## src/rtl/branch_resolve_unit_if.sv

```systemverilog
// Bus bundle between the IF/EX pipeline side and the branch resolve unit.
// master = pipeline/predictor side, slave = the resolve unit itself.
interface branch_resolve_unit_if #(
  parameter int CNT_W = 32
);
  // IF-stage capture of predictions
  logic             if_valid;
  logic             if_is_br;
  logic [31:0]      if_pc;
  logic [1:0]       if_pred;
  // EX-stage resolution
  logic             ex_valid;
  logic [31:0]      ex_pc;
  logic             ex_taken;
  logic [31:0]      ex_target;
  // Results back to the pipeline and predictor
  logic             full;
  logic             flush;
  logic [31:0]      redirect_pc;
  logic             upd_valid;
  logic [31:0]      upd_pc;
  logic             upd_taken;
  logic [1:0]       upd_pred;
  logic [CNT_W-1:0] br_count;
  logic [CNT_W-1:0] mispred_count;
  logic             err_order;

  modport master (
    output if_valid, if_is_br, if_pc, if_pred,
    output ex_valid, ex_pc, ex_taken, ex_target,
    input  full, flush, redirect_pc,
    input  upd_valid, upd_pc, upd_taken, upd_pred,
    input  br_count, mispred_count, err_order
  );

  modport slave (
    input  if_valid, if_is_br, if_pc, if_pred,
    input  ex_valid, ex_pc, ex_taken, ex_target,
    output full, flush, redirect_pc,
    output upd_valid, upd_pc, upd_taken, upd_pred,
    output br_count, mispred_count, err_order
  );
endinterface

```

## src/rtl/branch_resolve_unit.sv

```systemverilog
// Branch resolve unit: holds IF-time predictions in an in-order queue,
// checks them against the EX outcome, raises flush/redirect on a
// mispredict, drives the predictor update bus and counts branches.
module branch_resolve_unit #(
  parameter int DEPTH = 4,
  parameter int CNT_W = 32
) (
  input  logic                 clk,
  input  logic                 rst_n,
  branch_resolve_unit_if.slave bus
);
  localparam int PTR_W = (DEPTH > 1) ? $clog2(DEPTH) : 1;
  localparam int OCC_W = PTR_W + 1;

  // Queue storage and bookkeeping
  logic [31:0]      pc_q   [DEPTH];
  logic [1:0]       pred_q [DEPTH];
  logic [PTR_W-1:0] rptr_q, wptr_q;
  logic [OCC_W-1:0] occ_q,  occ_d;

  // Registered outputs
  logic             flush_q;
  logic [31:0]      redirect_pc_q;
  logic             upd_valid_q;
  logic [31:0]      upd_pc_q;
  logic             upd_taken_q;
  logic [1:0]       upd_pred_q;
  logic [CNT_W-1:0] br_count_q;
  logic [CNT_W-1:0] mispred_count_q;
  logic             err_order_q;

  logic             full_w, empty_w;
  logic             push_en, pop_en, pop_mv;
  logic [31:0]      head_pc;
  logic [1:0]       head_pred;
  logic             mispredict;
  logic             order_bad;

  assign full_w  = (occ_q == OCC_W'(DEPTH));
  assign empty_w = (occ_q == '0);

  // Push/pop decisions and head-entry comparison for this cycle
  always_comb begin
    // While flushing, IF is on the wrong path and EX is squashed.
    push_en    = bus.if_valid & bus.if_is_br & ~full_w & ~flush_q;
    pop_en     = bus.ex_valid & ~flush_q;
    // An empty-queue pop resolves with a weak not-taken default and
    // leaves the read pointer alone.
    pop_mv     = pop_en & ~empty_w;
    head_pc    = pc_q[rptr_q];
    head_pred  = empty_w ? 2'b01 : pred_q[rptr_q];
    mispredict = head_pred[1] ^ bus.ex_taken;
    order_bad  = pop_en & (empty_w | (head_pc != bus.ex_pc));
    occ_d      = occ_q + OCC_W'(push_en) - OCC_W'(pop_mv);
  end

  // Queue storage, pointers and occupancy; a flush cycle empties the queue
  always_ff @(posedge clk or negedge rst_n) begin
    if (!rst_n) begin
      for (int i = 0; i < DEPTH; i++) begin
        pc_q[i]   <= '0;
        pred_q[i] <= '0;
      end
      rptr_q <= '0;
      wptr_q <= '0;
      occ_q  <= '0;
    end else if (flush_q) begin
      rptr_q <= '0;
      wptr_q <= '0;
      occ_q  <= '0;
    end else begin
      if (push_en) begin
        pc_q[wptr_q]   <= bus.if_pc;
        pred_q[wptr_q] <= bus.if_pred;
        wptr_q         <= wptr_q + PTR_W'(1);
      end
      if (pop_mv) begin
        rptr_q <= rptr_q + PTR_W'(1);
      end
      occ_q <= occ_d;
    end
  end

  // Resolution outputs: strobes pulse one cycle, data fields hold
  always_ff @(posedge clk or negedge rst_n) begin
    if (!rst_n) begin
      flush_q         <= 1'b0;
      redirect_pc_q   <= '0;
      upd_valid_q     <= 1'b0;
      upd_pc_q        <= '0;
      upd_taken_q     <= 1'b0;
      upd_pred_q      <= '0;
      br_count_q      <= '0;
      mispred_count_q <= '0;
      err_order_q     <= 1'b0;
    end else begin
      flush_q     <= pop_en & mispredict;
      upd_valid_q <= pop_en;
      if (order_bad) begin
        err_order_q <= 1'b1;
      end
      if (pop_en) begin
        upd_pc_q    <= bus.ex_pc;
        upd_taken_q <= bus.ex_taken;
        upd_pred_q  <= head_pred;
        if (br_count_q != '1) begin
          br_count_q <= br_count_q + CNT_W'(1);
        end
        if (mispredict) begin
          redirect_pc_q <= bus.ex_taken ? bus.ex_target : (bus.ex_pc + 32'd4);
          if (mispred_count_q != '1) begin
            mispred_count_q <= mispred_count_q + CNT_W'(1);
          end
        end
      end
    end
  end

  assign bus.full          = full_w;
  assign bus.flush         = flush_q;
  assign bus.redirect_pc   = redirect_pc_q;
  assign bus.upd_valid     = upd_valid_q;
  assign bus.upd_pc        = upd_pc_q;
  assign bus.upd_taken     = upd_taken_q;
  assign bus.upd_pred      = upd_pred_q;
  assign bus.br_count      = br_count_q;
  assign bus.mispred_count = mispred_count_q;
  assign bus.err_order     = err_order_q;
endmodule

```

## src/flat_wrapper.sv

```systemverilog
// flat-port wrapper written by rule: the top's interface ports become plain ports
module branch_resolve_unit_flat 
#(
  parameter int DEPTH = 4,
  parameter int CNT_W = 32
)
  (clk, rst_n, bus_if_valid, bus_if_is_br, bus_if_pc, bus_if_pred, bus_ex_valid, bus_ex_pc, bus_ex_taken, bus_ex_target, bus_full, bus_flush, bus_redirect_pc, bus_upd_valid, bus_upd_pc, bus_upd_taken, bus_upd_pred, bus_br_count, bus_mispred_count, bus_err_order);
  branch_resolve_unit_if #(.CNT_W(CNT_W)) bus_i ();
  input  logic clk;
  input  logic rst_n;
  input wire logic [$bits(bus_i.if_valid)-1:0] bus_if_valid;
  input wire logic [$bits(bus_i.if_is_br)-1:0] bus_if_is_br;
  input wire logic [$bits(bus_i.if_pc)-1:0] bus_if_pc;
  input wire logic [$bits(bus_i.if_pred)-1:0] bus_if_pred;
  input wire logic [$bits(bus_i.ex_valid)-1:0] bus_ex_valid;
  input wire logic [$bits(bus_i.ex_pc)-1:0] bus_ex_pc;
  input wire logic [$bits(bus_i.ex_taken)-1:0] bus_ex_taken;
  input wire logic [$bits(bus_i.ex_target)-1:0] bus_ex_target;
  output wire logic [$bits(bus_i.full)-1:0] bus_full;
  output wire logic [$bits(bus_i.flush)-1:0] bus_flush;
  output wire logic [$bits(bus_i.redirect_pc)-1:0] bus_redirect_pc;
  output wire logic [$bits(bus_i.upd_valid)-1:0] bus_upd_valid;
  output wire logic [$bits(bus_i.upd_pc)-1:0] bus_upd_pc;
  output wire logic [$bits(bus_i.upd_taken)-1:0] bus_upd_taken;
  output wire logic [$bits(bus_i.upd_pred)-1:0] bus_upd_pred;
  output wire logic [$bits(bus_i.br_count)-1:0] bus_br_count;
  output wire logic [$bits(bus_i.mispred_count)-1:0] bus_mispred_count;
  output wire logic [$bits(bus_i.err_order)-1:0] bus_err_order;
  assign bus_i.if_valid = bus_if_valid;
  assign bus_i.if_is_br = bus_if_is_br;
  assign bus_i.if_pc = bus_if_pc;
  assign bus_i.if_pred = bus_if_pred;
  assign bus_i.ex_valid = bus_ex_valid;
  assign bus_i.ex_pc = bus_ex_pc;
  assign bus_i.ex_taken = bus_ex_taken;
  assign bus_i.ex_target = bus_ex_target;
  assign bus_full = bus_i.full;
  assign bus_flush = bus_i.flush;
  assign bus_redirect_pc = bus_i.redirect_pc;
  assign bus_upd_valid = bus_i.upd_valid;
  assign bus_upd_pc = bus_i.upd_pc;
  assign bus_upd_taken = bus_i.upd_taken;
  assign bus_upd_pred = bus_i.upd_pred;
  assign bus_br_count = bus_i.br_count;
  assign bus_mispred_count = bus_i.mispred_count;
  assign bus_err_order = bus_i.err_order;
  branch_resolve_unit #(.DEPTH(DEPTH), .CNT_W(CNT_W)) u_core (.clk(clk), .rst_n(rst_n), .bus(bus_i));
endmodule
```

## config.mk

```make
export PLATFORM = sky130hd
export DESIGN_NAME = branch_resolve_unit_flat
export DESIGN_NICKNAME = d
export VERILOG_FILES = /design/src/rtl/branch_resolve_unit_if.sv /design/src/rtl/branch_resolve_unit.sv /design/src/flat_wrapper.sv
export SDC_FILE = /design/constraint.sdc
export NUM_CORES = 1
export LEC_CHECK = 0
export ABC_AREA = 1
export CORE_MARGIN = 2
export CORE_UTILIZATION = 55
export DETAILED_ROUTE_END_ITERATION = 7
export PLACE_DENSITY = 0.93
export REMOVE_ABC_BUFFERS = 1
export SYNTH_ARGS = -nofsm -noshare
export SYNTH_HDL_FRONTEND = slang
export SYNTH_SLANG_ARGS = --single-unit
```

## constraint.sdc

```tcl
create_clock -name clk -period 4.6 [get_ports clk]
set_clock_uncertainty 0.05 [all_clocks]
set_input_delay 1.38 -clock clk [delete_from_list [all_inputs] [get_ports clk]]
set_output_delay 1.38 -clock clk [all_outputs]
set_load 0.005 [all_outputs]
```

==> run summary <==
Once detail routing completed, the nets flagged for antenna violations numbered 0. CTS built an H-tree with a depth of 1. For this run, the register share of the synthesized area comes to 0.476. The cell-internal power is 6.67 mW. The required time of the worst setup path is 4.99 ns. The synthesis warning total came out at 0. The via count of the first global-routing pass is 13546.

Yosys mapped the design onto 46 distinct sky130hd cell types. The worst setup path is of the input pin to register kind. In the finished design, the share of the clock period the worst path needs comes to 0.744. The switching share of total power came out at 0.363.

The layout cell share with drive strength beyond 1 is 0.121. The number of flip-flops and latches in the synthesized netlist is 277. The die height is 167 um. Summed over all failing endpoints, the final setup total negative slack is 0 ns.

Counting flops with an async set or reset pin after synthesis yields a share of 1.00. The commonest cells after synthesis are sky130_fd_sc_hd__nand2_1, sky130_fd_sc_hd__dfrtp_1, sky130_fd_sc_hd__mux2_2. The length in cells of the worst reg-to-reg path came out at 14. The antenna cell count came out at 0. The number of port buffers came out at 238. The pin count of the biggest net entering global routing is 100. Once layout is complete, the cells apart from fillers number 2259. After clock tree synthesis, the clock-pin slew on the worst setup and hold paths is 0.06 ns. The run finished with clean final reports. The cell area after technology mapping came out at 14600 um2. In the routed layout, each cell is associated on average with a via count of 5.88.

Each instance of the synthesized netlist takes up on average 8.63 um2. Summed over all cells, the static leakage comes to 8.10 nW. The max capacitance violation total is 0. The core box area is 26100 um2. STA classifies the critical path startpoint as an input pin. The total congestion overflow is 0. The die covers 27800 um2. Power spread over the standard cell area amounts to 580 nW/um2. The global-route wire length before repair is 71.2 mm. The cell total after placement is 2209.

After the last flow step, the layout net total stands at 2019. Clock tree synthesis inserted a total of 29 buffers. The tree built by TritonCTS fans out to 277 sinks.

The CTS root buffer is sky130_fd_sc_hd__clkbuf_16. The count of instances resized after the clock tree is built is 0. The number of instances in the synthesized netlist came out at 1688.

From left edge to right edge, the die measures 167 um. The hold violation total from the final report came out at 0. The synthesized design spends more area on one cell type than any other, namely sky130_fd_sc_hd__dfrtp_1. Of the total power, the clock network draws 0.233.

The clock reaches the later pin of the worst-skew pair after 0.56 ns. At the pin with the least slew margin, the transition time is 1.29 ns. Counting flops with a built-in enable in the synthesized netlist gives 0. Of the total power, registers draw 0.389. Across every metal layer, demand over resource in global routing totals 0.319. The worst-case IR drop observed on VDD is 0.472 mV. Derived from the worst setup path, the maximum achievable clock frequency is 0.292 GHz. The path class of the tightest hold or removal check is register to register. The row count came out at 59.

The DRC violation total after the first TritonRoute iteration is 1408. After clock tree synthesis, the setup repair step added 0 buffers. Of the total power, combinational logic draws 0.378.

The net switching power is 3.81 mW. For this block, the routed nets add up to 44.3 mm of wire. No sink is reached through more buffers than the 3 on the longest clock path. The layout overhead on the synthesized area is 24.1%.

The tightest slew margin relative to the limit is 0.141. The max-slew violation count came out at 0. The number of iterations in the first detailed-routing pass is 6. The HPWL after detailed placement came out at 30.7 mm. 239 I/O pins were placed. The dominant cell by count in the synthesized netlist is sky130_fd_sc_hd__nand2_1. Setup repair after global routing left no endpoint under its margin. The number of stages on the worst hold path is 2. The endpoint type of the worst setup path is a register.

The final routed DRC violation total came out at 0. The maximum fanout count along the critical path came out at 34. Summing over every cut layer, the via total after detailed routing is 13275. The final period demand of the worst path is 3.42 ns. The endpoint arrival time on the critical path came out at 3.81 ns. By area the synthesized netlist is led by sky130_fd_sc_hd__dfrtp_1, sky130_fd_sc_hd__nand2_1, sky130_fd_sc_hd__mux2_2, sky130_fd_sc_hd__nand3_1, sky130_fd_sc_hd__o21ai_0. The share of the synthesized area in the top cell type came out at 0.476.

After detailed routing, the average wire length per cell comes to 19.6 um. Among all flip-flop cells after synthesis, the most frequent one is sky130_fd_sc_hd__dfrtp_1. For this configuration, the core starts out at a cell density of 0.559. The final setup violation count came out at 0. Routability-driven placement finished with a final weighted congestion of 0.945. The count of hold buffers inserted by post-cts repair is 0. TritonCTS built the clock tree. The initial antenna violation count came to 1.
[worst max-delay path, cell delays in order]
cell and delay (ns):
sky130_fd_sc_hd__clkdlybuf4s50_1 0.48, sky130_fd_sc_hd__nand2_2 0.26, sky130_fd_sc_hd__inv_2 0.27, sky130_fd_sc_hd__nand2_1 0.11, sky130_fd_sc_hd__o21ai_2 0.08, sky130_fd_sc_hd__nand2_2 0.29
sky130_fd_sc_hd__clkinv_4 0.30, sky130_fd_sc_hd__nand2_8 0.19, sky130_fd_sc_hd__inv_8 0.23, sky130_fd_sc_hd__nand2_1 0.08, sky130_fd_sc_hd__nand2_1 0.06, sky130_fd_sc_hd__nand2_1 0.05
[area by class of cell]
cell class	instances	area (um2)
multi-input combinational	1229	6770
clock inverter	11	181
sequential	277	6930
fill	1901	7990
inverter	116	450
timing repair buffer	252	2520
tap	335	419
clock buffer	39	803
[sequential cells by signal, indices dropped and copies added (netlist names)]
| name | count |
|---|---|
| u_core.bus.mispred_count | 32 |
| u_core.bus.upd_valid | 1 |
| u_core.wptr_q | 2 |
| u_core.pc_q | 128 |
| u_core.bus.br_count | 32 |
| u_core.pred_q | 8 |
| u_core.bus.upd_pred | 2 |
| u_core.occ_q | 3 |
| u_core.rptr_q | 2 |
| u_core.bus.err_order | 1 |
| u_core.bus.upd_taken | 1 |
| u_core.bus.upd_pc | 32 |
| u_core.bus.redirect_pc | 32 |
| u_core.bus.flush | 1 |
[layer usage]
| metal | vias up | global-route usage | part of all wire |
|---|---|---|---|
| li1 | 5972 | - | - |
| met2 | 760 | 0.517 | 0.47 |
| met3 | 170 | 0.0715 | 0.10 |
| met5 | - | 0 | 0.00029 |
| met4 | 2 | 0.138 | 0.042 |
| met1 | 6371 | 0.414 | 0.38 |
[layout by cell type (no fill, tap or decap), types with 7 or more instances in the layout]
cell                              synthesis  layout
sky130_fd_sc_hd__a21oi_1                 10      10
sky130_fd_sc_hd__buf_4                   18      12
sky130_fd_sc_hd__clkbuf_16                0      29
sky130_fd_sc_hd__clkdlybuf4s50_1          0     237
sky130_fd_sc_hd__dfrtp_1                277     276
sky130_fd_sc_hd__ha_1                     9       9
sky130_fd_sc_hd__inv_1                  106     106
sky130_fd_sc_hd__mux2_2                 130     130
sky130_fd_sc_hd__nand2_1                532     532
sky130_fd_sc_hd__nand3_1                116     116
sky130_fd_sc_hd__nand4_1                 23      23
sky130_fd_sc_hd__nor2_1                  96      96
sky130_fd_sc_hd__nor2_2                   7       7
sky130_fd_sc_hd__nor3_1                  41      41
sky130_fd_sc_hd__nor4_1                  16      16
sky130_fd_sc_hd__o211ai_1                 9       9
sky130_fd_sc_hd__o21ai_0                104     104
sky130_fd_sc_hd__o21ai_1                 20      20
sky130_fd_sc_hd__o21ai_2                 10      10
sky130_fd_sc_hd__xnor2_1                 17      17
sky130_fd_sc_hd__xor2_1                  59      59
[cell families (layout without fill, tap and decap cells)]
group                      after synthesis  count (layout)  share of synthesized area
muxes                                  130             130                      0.101
xor gates and xnor gates                76              76                     0.0457
adders and majority gates               10              10                    0.00911
and+or+nand+nor                        853             853                      0.249
DFF                                    277             277                      0.476
AOI/OAI and AO/OA                      160             160                     0.0606
buffers and inverters                  182             418                     0.0591
[worst paths after layout]
kind                       slack [ns]                              startpoint                                  endpoint
setup / recovery                 1.18                            bus_ex_valid  u_core.bus.mispred_count[17]$_DFFE_PN0P_
hold / removal                   0.44  u_core.bus.redirect_pc[13]$_DFFE_PN0P_    u_core.bus.redirect_pc[13]$_DFFE_PN0P_
setup reg to reg                 1.37            u_core.rptr_q[0]$_DFFE_PN0P_          u_core.bus.err_order$_DFFE_PN0P_
hold reg to reg                  0.44  u_core.bus.redirect_pc[13]$_DFFE_PN0P_    u_core.bus.redirect_pc[13]$_DFFE_PN0P_
max in group asynchronous        2.78                                   rst_n               u_core.pc_q[22]$_DFFE_PN0P_
min in group asynchronous        0.81                                   rst_n               u_core.pc_q[35]$_DFFE_PN0P_
[power groups by stage]
| stage | Sequential, mW | Clock [mW] | Combinational, mW |
|---|---|---|---|
| 3_5_place_dp | 4.07 | 0 | 3.91 |
| 5_1_grt | 4.17 | 2.56 | 4.38 |
| 3_3_place_gp | 4.00 | 0 | 3.73 |
| 6_report | 4.08 | 2.44 | 3.96 |
| 4_1_cts | 4.05 | 2.46 | 3.96 |
| 2_1_floorplan | 3.94 | 0 | 2.17 |
[through the flow]
step / cell area [um2] / power [mW] / hold WS [ns] / util / setup WS (ns)
after floorplan: 14200 / 6.11 / 0.407 / - / 0.988
after global placement: 17100 / 7.73 / 0.417 / 0.656 / 0.770
after detailed placement: 17100 / 7.98 / 0.420 / 0.656 / 0.679
after CTS: 18100 / 10.5 / 0.440 / 0.694 / 1.23
after global routing: 18100 / 11.1 / 0.459 / 0.694 / 0.943
final: 18100 / 10.5 / 0.435 / 0.694 / 1.18
No activity file was read; power rests on OpenSTA's default activity.
==> variant (same settings) <==
`DEPTH` is set to 4 in 2 places; all go to 2.
--- a/src/rtl/branch_resolve_unit.sv
+++ b/src/rtl/branch_resolve_unit.sv
@@ -2,7 +2,7 @@
 // checks them against the EX outcome, raises flush/redirect on a
 // mispredict, drives the predictor update bus and counts branches.
 module branch_resolve_unit #(
-  parameter int DEPTH = 4,
+  parameter int DEPTH = 2,
   parameter int CNT_W = 32
 ) (
   input  logic                 clk,
--- a/src/flat_wrapper.sv
+++ b/src/flat_wrapper.sv
@@ -1,7 +1,7 @@
 // flat-port wrapper written by rule: the top's interface ports become plain ports
 module branch_resolve_unit_flat 
 #(
-  parameter int DEPTH = 4,
+  parameter int DEPTH = 2,
   parameter int CNT_W = 32
 )
   (clk, rst_n, bus_if_valid, bus_if_is_br, bus_if_pc, bus_if_pred, bus_ex_valid, bus_ex_pc, bus_ex_taken, bus_ex_target, bus_full, bus_flush, bus_redirect_pc, bus_upd_valid, bus_upd_pc, bus_upd_taken, bus_upd_pred, bus_br_count, bus_mispred_count, bus_err_order);
Formal check against the unedited RTL: not equivalent (a bounded check fails within 4 cycles, from zero or initial values and one cycle with rst_n low).
==> variant against the unedited design <==
Routed wire length shrank 20%; final area shrank 20%; sequential cell count shrank 71; total power shrank 31%; die area shrank 22%; setup slack lost 20 ps; synthesized area shrank 23%.
==> variant: results (changes against the unedited design) <==
| Metric | Value |
|---|---|
| Status | `finished, final reports clean (unchanged)` |
| Antenna violations before repair | `3 (was 1)` |
| Worst Hold End | `u_core.bus.redirect_pc[26]$_DFFE_PN0P_ (was u_core.bus.redirect_pc[13]$_DFFE_PN0P_)` |
| Dpl ws | `681 ps (was 679 ps)` |
| Worst vdd rail ir drop | `0.412 mV (was 0.472 mV)` |
| Pin count of the biggest net entering global routing | `74 (was 100)` |
| Worst flop-to-flop path startpoint | `u_core.rptr_q$_DFFE_PN0P_ (was u_core.rptr_q[0]$_DFFE_PN0P_)` |
| First-pass GRT wire length | `57.4 mm (was 71.2 mm)` |
| Multiplexer share of the synthesized area | `0% (was 10.1%)` |
| Crit-path slowest cell | `inv_2 (was clkdlybuf4s50_1)` |
| Reg2Reg Depth | `12 (was 14)` |
| Hold path startpoint | `u_core.bus.redirect_pc[26]$_DFFE_PN0P_ (was u_core.bus.redirect_pc[13]$_DFFE_PN0P_)` |
| Largest register FFs | `64 (was 128)` |
| Vias per Instance | `5.56 (was 5.88)` |
| Adder-Cell Fraction of Synth Area | `0.557% (was 0.911%)` |
| Fill cells | `1,521 (was 1,901)` |
| Layout cells sized above 1 | `3.86% (was 12.1%)` |
| Critical R2R Capture | `u_core.bus.mispred_count[10]$_DFFE_PN0P_ (was u_core.bus.err_order$_DFFE_PN0P_)` |
| GRT Overall Usage | `33.1% (was 31.9%)` |
| Synth top cells by count | `588 x nand2_1, 206 x dfrtp_1, 170 x o21ai_0 (was 532 x nand2_1, 277 x dfrtp_1, 130 x mux2_2)` |
| Num CTS Buffers | `23 (was 29)` |
| Nets | `1,881 (was 2,019)` |
| Yosys cell types | `32 (was 46)` |
| Worst hold slack | `429 ps (was 435 ps)` |
| Longest Clk Path Bufs | `3 (unchanged)` |
| Post-detail-place hpwl | `25.9 mm (was 30.7 mm)` |
| Pre-antenna DRT Iters | `5 (was 6)` |
| Post-synthesis sequential area ratio | `45.9% (was 47.6%)` |
| Critical Path AT | `3790 ps (was 3810 ps)` |
| Starting DRT DRC Count | `1,096 (was 1,408)` |
| Synth Area in Compound Gates | `10.2% (was 6.06%)` |
| Slowest cell delay on critical path | `610 ps (was 480 ps)` |
| XOR/XNOR Fraction of Synth Area | `4.84% (was 4.57%)` |
| Leading post-synthesis cells by cell area | `dfrtp_1 46%, nand2_1 20%, o21ai_0 7.6% (was dfrtp_1 48%, nand2_1 14%, mux2_2 10%)` |
| Worst-margin pin slew | `1220 ps (was 1290 ps)` |
| Vias in the first global route | `11,000 (was 13,500)` |
| Yosys top cell area share | `45.9% (was 47.6%)` |
| Wirelength per Cell | `17.3 um (was 19.6 um)` |
| Min cycle time layout | `3440 ps (was 3420 ps)` |
==> variant: power by group <==
part / internal, mW / switching, mW / total [mW]
Sequential: 2.43 / 0.447 / 2.88
Combinational: 1.17 / 1.43 / 2.60
Clock: 1.04 / 0.745 / 1.79
==> variant: worst max path at each step <==
| stage | end | cells after the start | slack, ps | startpoint |
|---|---|---|---|---|
| after floorplan | u_core.bus.mispred_count[10]$_DFFE_PN0P_ | 9 | -250 | bus_ex_valid |
| after global placement | u_core.bus.mispred_count[10]$_DFFE_PN0P_ | 10 | 750 | bus_ex_valid |
| after detailed placement | u_core.bus.mispred_count[10]$_DFFE_PN0P_ | 10 | 680 | bus_ex_valid |
| after CTS | u_core.bus.mispred_count[10]$_DFFE_PN0P_ | 10 | 1200 | bus_ex_valid |
| after global routing | u_core.bus.mispred_count[1]$_DFFE_PN0P_ | 9 | 970 | bus_ex_valid |
| final | u_core.bus.mispred_count[10]$_DFFE_PN0P_ | 10 | 1160 | bus_ex_valid |
==> variant: cell type report <==
class	instances	area share [%]
Timing Repair Buffer	249	17.1
Tap cell	270	2.33
Multi-Input combinational cell	1148	36.2
Clock inverter	9	0.578
Sequential cell	206	35.6
Antenna cell	3	0.0518
Inverter	144	3.73
Clock buffer	31	4.45
==> variant: per-layer routing <==
| metal | wire length, um | vias up | track usage [%] |
|---|---|---|---|
| li1 | - | 5387 | - |
| met1 | 14800 | 5409 | 46.7 |
| met2 | 16600 | 584 | 52.7 |
| met3 | 3140 | 82 | 4.81 |
| met4 | 1160 | 0 | 11.7 |
| met5 | 0 | - | 0 |
==> variant: logic make-up after synthesis <==
logic type	Yosys count
XOR/XNOR	62
adder cells (fa/ha/maj)	5
buffers and inverters	200
flip-flops	206
AND/OR/NAND/NOR	861
AO/OA/AOI/OAI	220
==> variant: worst max-delay path: cells and delay by family <==
kind	cells	cell delay [ps]
simple gates	6	850
buf+inv	4	1550
==> variant: per-stage QoR <==
stage,util (%),instances,instance area (um2)
floorplan,-,1498,10900
global placement,68.5,2017,13800
detailed placement,68.5,2017,13800
CTS,72.1,2057,14500
global route,72.1,2060,14500
finish,72.1,2060,14500
